--- config.mk ---
export PLATFORM = sky130hd
export DESIGN_NAME = text_console
export DESIGN_NICKNAME = d
export VERILOG_FILES = /design/src/rtl/text_console.sv
export SDC_FILE = /design/constraint.sdc
export NUM_CORES = 1
export LEC_CHECK = 0
export CORE_ASPECT_RATIO = 0.75
export CORE_MARGIN = 2
export CORE_UTILIZATION = 50
export DETAILED_ROUTE_END_ITERATION = 10
export PLACE_DENSITY = 0.76
export SYNTH_ARGS = -nofsm -noshare
export SYNTH_HDL_FRONTEND = slang
export SYNTH_SLANG_ARGS = --single-unit
--- constraint.sdc ---
create_clock -name clk -period 6.8 [get_ports clk]
set_clock_uncertainty 0.2 [all_clocks]
set_input_delay 0.68 -clock clk [delete_from_list [all_inputs] [get_ports clk]]
set_output_delay 0.68 -clock clk [all_outputs]
set_load 0.005 [all_outputs]
--- src/rtl/text_console.sv ---
// text_console: character-stream console controller feeding the 80x60
// VGA text VRAM. Accepts ASCII bytes on a valid/ready handshake, keeps a
// cursor, writes {attr, 0, char[6:0]} words, and clears or scrolls the
// screen by streaming through VRAM one word per cycle.
//
// Optional feature: define CONSOLE_TAB_EN to make 0x09 advance the cursor
// to the next 8-column tab stop; otherwise 0x09 is consumed silently.
//
// Address formation (row<<6)+(row<<4)+col is specific to an 80-column
// screen, so the geometry is fixed rather than parameterised.
module text_console (
  input  logic        clk,
  input  logic        rst,
  input  logic        in_valid,
  output logic        in_ready,
  input  logic [7:0]  in_char,
  input  logic [7:0]  in_attr,
  output logic        vram_we,
  output logic [12:0] vram_wa,
  output logic [15:0] vram_wd,
  output logic [12:0] vram_ra,
  input  logic [15:0] vram_rd,
  output logic [12:0] cursor,
  output logic        busy
);

  localparam int          COLS       = 80;
  localparam int          ROWS       = 60;
  localparam logic [15:0] BLANK      = 16'h0020;
  localparam logic [12:0] LAST_ADDR  = 13'(COLS * ROWS - 1);   // 4799
  localparam logic [12:0] COPY_WORDS = 13'(COLS * (ROWS - 1)); // 4720
  localparam logic [12:0] COLS_A     = 13'(COLS);
  localparam logic [12:0] FILL_LAST  = 13'(COLS - 1);
  localparam logic [6:0]  LAST_COL   = 7'(COLS - 1);
  localparam logic [5:0]  LAST_ROW   = 6'(ROWS - 1);

  typedef enum logic [1:0] {
    CLEAR       = 2'd0,
    IDLE        = 2'd1,
    SCROLL_COPY = 2'd2,
    SCROLL_FILL = 2'd3
  } state_t;

  state_t      state_q, state_d;
  logic [12:0] cnt_q, cnt_d;
  logic [5:0]  row_q, row_d;
  logic [6:0]  col_q, col_d;
  logic        we_q, we_d;
  logic [12:0] wa_q, wa_d;
  logic [15:0] wd_q, wd_d;
  logic [12:0] ra_q, ra_d;

  logic        row_inc;
  logic        is_print;
  logic [15:0] char_word;
  logic [12:0] cur_addr;

  // Linear VRAM address of the cursor: row*80 + col using shifts only.
  assign cur_addr  = ({7'd0, row_q} << 6) + ({7'd0, row_q} << 4) + {6'd0, col_q};
  assign is_print  = (in_char >= 8'h20) && (in_char <= 8'h7E);
  assign char_word = {in_attr, 1'b0, in_char[6:0]};

  assign in_ready = (state_q == IDLE);
  assign busy     = (state_q != IDLE);
  assign cursor   = {row_q, col_q};
  assign vram_we  = we_q;
  assign vram_wa  = wa_q;
  assign vram_wd  = wd_q;
  assign vram_ra  = ra_q;

  // State, cursor, counter and registered VRAM port outputs.
  always_ff @(posedge clk or negedge rst) begin
    if (!rst) begin
      state_q <= CLEAR;
      cnt_q   <= '0;
      row_q   <= '0;
      col_q   <= '0;
      we_q    <= 1'b0;
      wa_q    <= '0;
      wd_q    <= '0;
      ra_q    <= '0;
    end else begin
      state_q <= state_d;
      cnt_q   <= cnt_d;
      row_q   <= row_d;
      col_q   <= col_d;
      we_q    <= we_d;
      wa_q    <= wa_d;
      wd_q    <= wd_d;
      ra_q    <= ra_d;
    end
  end

  // Next-state, cursor movement and VRAM traffic for each state.
  always_comb begin
    state_d = state_q;
    cnt_d   = cnt_q;
    row_d   = row_q;
    col_d   = col_q;
    we_d    = 1'b0;
    wa_d    = wa_q;
    wd_d    = wd_q;
    ra_d    = ra_q;
    row_inc = 1'b0;

    case (state_q)
      CLEAR: begin
        we_d = 1'b1;
        wa_d = cnt_q;
        wd_d = BLANK;
        if (cnt_q == LAST_ADDR) begin
          cnt_d   = '0;
          state_d = IDLE;
        end else begin
          cnt_d = cnt_q + 13'd1;
        end
      end

      IDLE: begin
        // in_ready is high throughout IDLE, so in_valid here is an accept.
        if (in_valid) begin
          case (in_char)
            8'h0D: col_d = '0;
            8'h0A: row_inc = 1'b1;
            8'h08: begin
              if (col_q != 7'd0) begin
                col_d = col_q - 7'd1;
                we_d  = 1'b1;
                wa_d  = cur_addr - 13'd1;
                wd_d  = BLANK;
              end
            end
            8'h0C: begin
              state_d = CLEAR;
              cnt_d   = '0;
              row_d   = '0;
              col_d   = '0;
            end
`ifdef CONSOLE_TAB_EN
            8'h09: begin
              // Tab stops every 8 columns; the last stop wraps to a new line.
              if (col_q >= 7'(COLS - 8)) begin
                col_d   = '0;
                row_inc = 1'b1;
              end else begin
                col_d = {col_q[6:3], 3'b000} + 7'd8;
              end
            end
`endif
            default: begin
              if (is_print) begin
                we_d = 1'b1;
                wa_d = cur_addr;
                wd_d = char_word;
                if (col_q == LAST_COL) begin
                  col_d   = '0;
                  row_inc = 1'b1;
                end else begin
                  col_d = col_q + 7'd1;
                end
              end
            end
          endcase

          // Moving past the bottom row keeps the cursor there and scrolls;
          // the first source word (row 1, col 0) is addressed right away.
          if (row_inc) begin
            if (row_q == LAST_ROW) begin
              state_d = SCROLL_COPY;
              cnt_d   = '0;
              ra_d    = COLS_A;
            end else begin
              row_d = row_q + 6'd1;
            end
          end
        end
      end

      SCROLL_COPY: begin
        // cnt tracks the read in flight; the write lags it by one cycle to
        // match the one-cycle VRAM read latency, plus a final drain cycle.
        if (cnt_q != 13'd0) begin
          we_d = 1'b1;
          wa_d = cnt_q - 13'd1;
          wd_d = vram_rd;
        end
        if (cnt_q < COPY_WORDS - 13'd1) begin
          ra_d = cnt_q + COLS_A + 13'd1;
        end
        if (cnt_q == COPY_WORDS) begin
          cnt_d   = '0;
          state_d = SCROLL_FILL;
        end else begin
          cnt_d = cnt_q + 13'd1;
        end
      end

      SCROLL_FILL: begin
        we_d = 1'b1;
        wa_d = COPY_WORDS + cnt_q;
        wd_d = BLANK;
        if (cnt_q == FILL_LAST) begin
          cnt_d   = '0;
          state_d = IDLE;
        end else begin
          cnt_d = cnt_q + 13'd1;
        end
      end

      default: begin
        state_d = CLEAR;
        cnt_d   = '0;
      end
    endcase
  end

endmodule

==> reports/results.txt <==
status: completed
CP delay by family, top: simple AND/OR/NAND/NOR gates
I/O pin count: 93
crit end category: flop
worst-case reg-to-reg path depth: 8
Worst Hold Path EP: vram_wd[7]$_DFFE_PN0P_
commonest non-fill, non-tap cells in the layout: clkdlybuf4s50_1 (91), dfrtp_1 (71), nand2_1 (70), o21ai_0 (57), nor2_1 (40)
Inserted Diodes: 0
Worst EP required: 6.83 ns
initial antenna violation count: 0
Longest Clk Path Bufs: 2
final hold vios: 0
clock insertion delay at the later pin of the skew report: 0.34 ns
CTS Hold Bufs: 0
most common cell after layout, fill and taps aside: clkdlybuf4s50_1
Rows: 32
area of the core: 10500 um^2
dominant cells by area after synthesis: dfrtp_1 (33%), ha_1 (6.0%), o21ai_0 (5.2%), nand2_1 (4.8%), xnor2_1 (3.4%)
setup TNS: 0 ns
synthesized instance count: 640
reg2reg setup slack: 2.95 ns
Initial Util: 52.0%
Hold Crit Class: flop to flop
antenna-violating nets left: 0
delay of the slowest cell on the worst path: 0.92 ns
fin nets: 768
FF-to-FF Start: state_q[0]$_DFFE_PN0P_
Yosys top cell by area: dfrtp_1
Final period util: 56.6%
final-report setup violation count: 0
leakage: 2.65 nW
Filler cells: 864
min cycle time layout: 3.85 ns
total congestion overflow: 0
GPL Wtd Cong: 1.00
TritonRoute pass-1 iters: 7
Die ar.: 11700 um^2
CP max stage cell: nor2_1
critical path's most frequent cell: inv_1
Critical Path Start Type: flop
Die Y: 94.3 um
CP arrival: 3.87 ns
largest net degree at the start of global routing: 72
vias in the first global route: 4821
htree depth: 3
DRC viols: 0
root buf cell: clkbuf_16
I/O Buffers: 92
Routed WL per cell: 18.9 um
Bufs and invs on worst path: 3
Mapped Nets: 703
first-pass GRT wire length: 25700 um
Worst Tran Pin Value: 1.22 ns
FFs w/ async S/R, synth: 100%
CTS Sinks: 71
Tot GR Track Use: 27.5%
cell area after synthesis: 5440 um^2
RSZ-0062 raised after global routing: false
worst hold path startpoint: vram_wd[7]$_DFFE_PN0P_
Max Slew Vio Count: 0
Post-synth EDFFs: 0
WHS Path Cells: 2
P&R area growth vs syn: 22.0%
post-CTS setup repair buffer count: 0
via count: 5310
Max Freq: 260 MHz
clock slew at reported path FFs: 0.06 ns
Unique masters post-synth: 78
register area share after synthesis: 32.7%
Die Span X: 124 um
maximum capacitance violations: 0
Detailed Place HPWL: 11600 um
share of cells above drive strength 1: 6.77%
cells along the critical path: inv_1 > ha_1 > buf_4 > inv_1 > nor2_1 > a21oi_1 > a211oi_4 > mux2_2
R2R Path End: vram_ra[4]$_DFFE_PN0P_
synthesized area per cell: 8.50 um^2
CP Max Fanout: 27
Routed WL: 16000 um
main flop type after synthesis: dfrtp_1
via/cell ratio: 6.28
WS Path Type: flop to flop
PostCTS Resize Cnt: 0
Num CTS Buffers: 9
VDD IR max: 0.133 mV
top cell type's share of synthesized area: 32.7%
yosys warns: 0
PwrDens: 141 nW/um^2
TritonCTS clock tree: built
initial drt markers: 667
Final Total Pwr: 0.934 mW
relative slew slack: 18.4%
Synth Register Bits: 71
## metrics by stage
stage                     hold WS [ns]  instance area (um^2)  instances  setup WS, ns  utilization (%)
after global placement           0.264                  6350        830          3.10             60.8
after CTS                        0.283                  6640        845          2.96             63.5
after detailed placement         0.269                  6350        830          2.96             60.8
final                            0.275                  6640        845          2.95             63.5
after floorplan                  0.184                  5440        640          3.72                -
after global routing             0.305                  6640        845          2.71             63.5
## flip-flops by register name (all words and copies together) (netlist names)
name,cells
vram_wd,16
vram_we,1
state_q,2
cnt_q,13
col_q,7
vram_ra,13
row_q,6
vram_wa,13
## worst reg2reg max path: cells and delay by family, from the launching register on
family | cells | cell delay, ns
AOI/OAI and AO/OA | 2 | 0.89
adders and majority gates | 1 | 0.17
buffers and inverters | 3 | 0.71
DFF | 1 | 0.42
muxes | 1 | 0.42
and+or+nand+nor | 1 | 0.93
## synthesized netlist by cell type (all sizes together), types with 4 or more instances
master and count:
a211oi 5, a21o 5, a21oi 27, a221oi 5
a22o 4, a22oi 18, a31oi 17, and2 5
and3 9, buf 15, clkbuf 25, dfrtp 71
ha 26, inv 36, mux2 13, mux2i 12
nand2 71, nand2b 10, nand3 23, nand4 16
nor2 40, nor2b 5, nor3 13, nor3b 4
nor4 9, o21ai 62, o2bb2ai 4, o31ai 8
or3 5, xnor2 21, xor2 4
## power breakdown
part,switching (mW),internal (mW)
Sequential,0,0.423
Combinational,0.0204,0.0202
Clock,0.190,0.281
## layout make-up
cell class | instances | area (um^2) | share of cell area [%]
Clock buffer | 9 | 225 | 3.39
Clock inverter | 6 | 61.3 | 0.924
Inverter | 37 | 139 | 2.09
Multi-Input combinational cell | 492 | 3330 | 50.2
Sequential cell | 71 | 1780 | 26.8
Tap cell | 136 | 170 | 2.56
Timing Repair Buffer | 94 | 931 | 14.0
## kinds of logic after synthesis
family | after synthesis | synth area share [%]
and+or+nand+nor | 226 | 22.1
DFF | 71 | 32.7
buffers and inverters | 77 | 6.21
AOI/OAI and AO/OA | 188 | 23.1
muxes | 25 | 5.18
xor gates and xnor gates | 25 | 4.03
adders and majority gates | 28 | 6.72
## worst max path at each step
stage | to | startpoint | depth (start not counted) | slack (ns)
5_1_grt | vram_ra[4]$_DFFE_PN0P_ | state_q[0]$_DFFE_PN0P_ | 8 | 2.71
2_1_floorplan | vram_wa[12]$_DFFE_PN0P_ | row_q[2]$_DFFE_PN0P_ | 9 | 3.72
3_5_place_dp | vram_ra[4]$_DFFE_PN0P_ | state_q[0]$_DFFE_PN0P_ | 8 | 2.96
3_3_place_gp | vram_ra[2]$_DFFE_PN0P_ | state_q[0]$_DFFE_PN0P_ | 8 | 3.10
6_report | vram_ra[4]$_DFFE_PN0P_ | state_q[0]$_DFFE_PN0P_ | 8 | 2.95
4_1_cts | vram_ra[4]$_DFFE_PN0P_ | state_q[0]$_DFFE_PN0P_ | 8 | 2.96
## per-layer routing
metal  wire [um]  track usage [%]
met2        6530             37.3
met3        1640             8.54
met1        7590             41.9
met5           0                0
met4         189             7.12
Note: power is estimated with default switching activity, not from simulation.
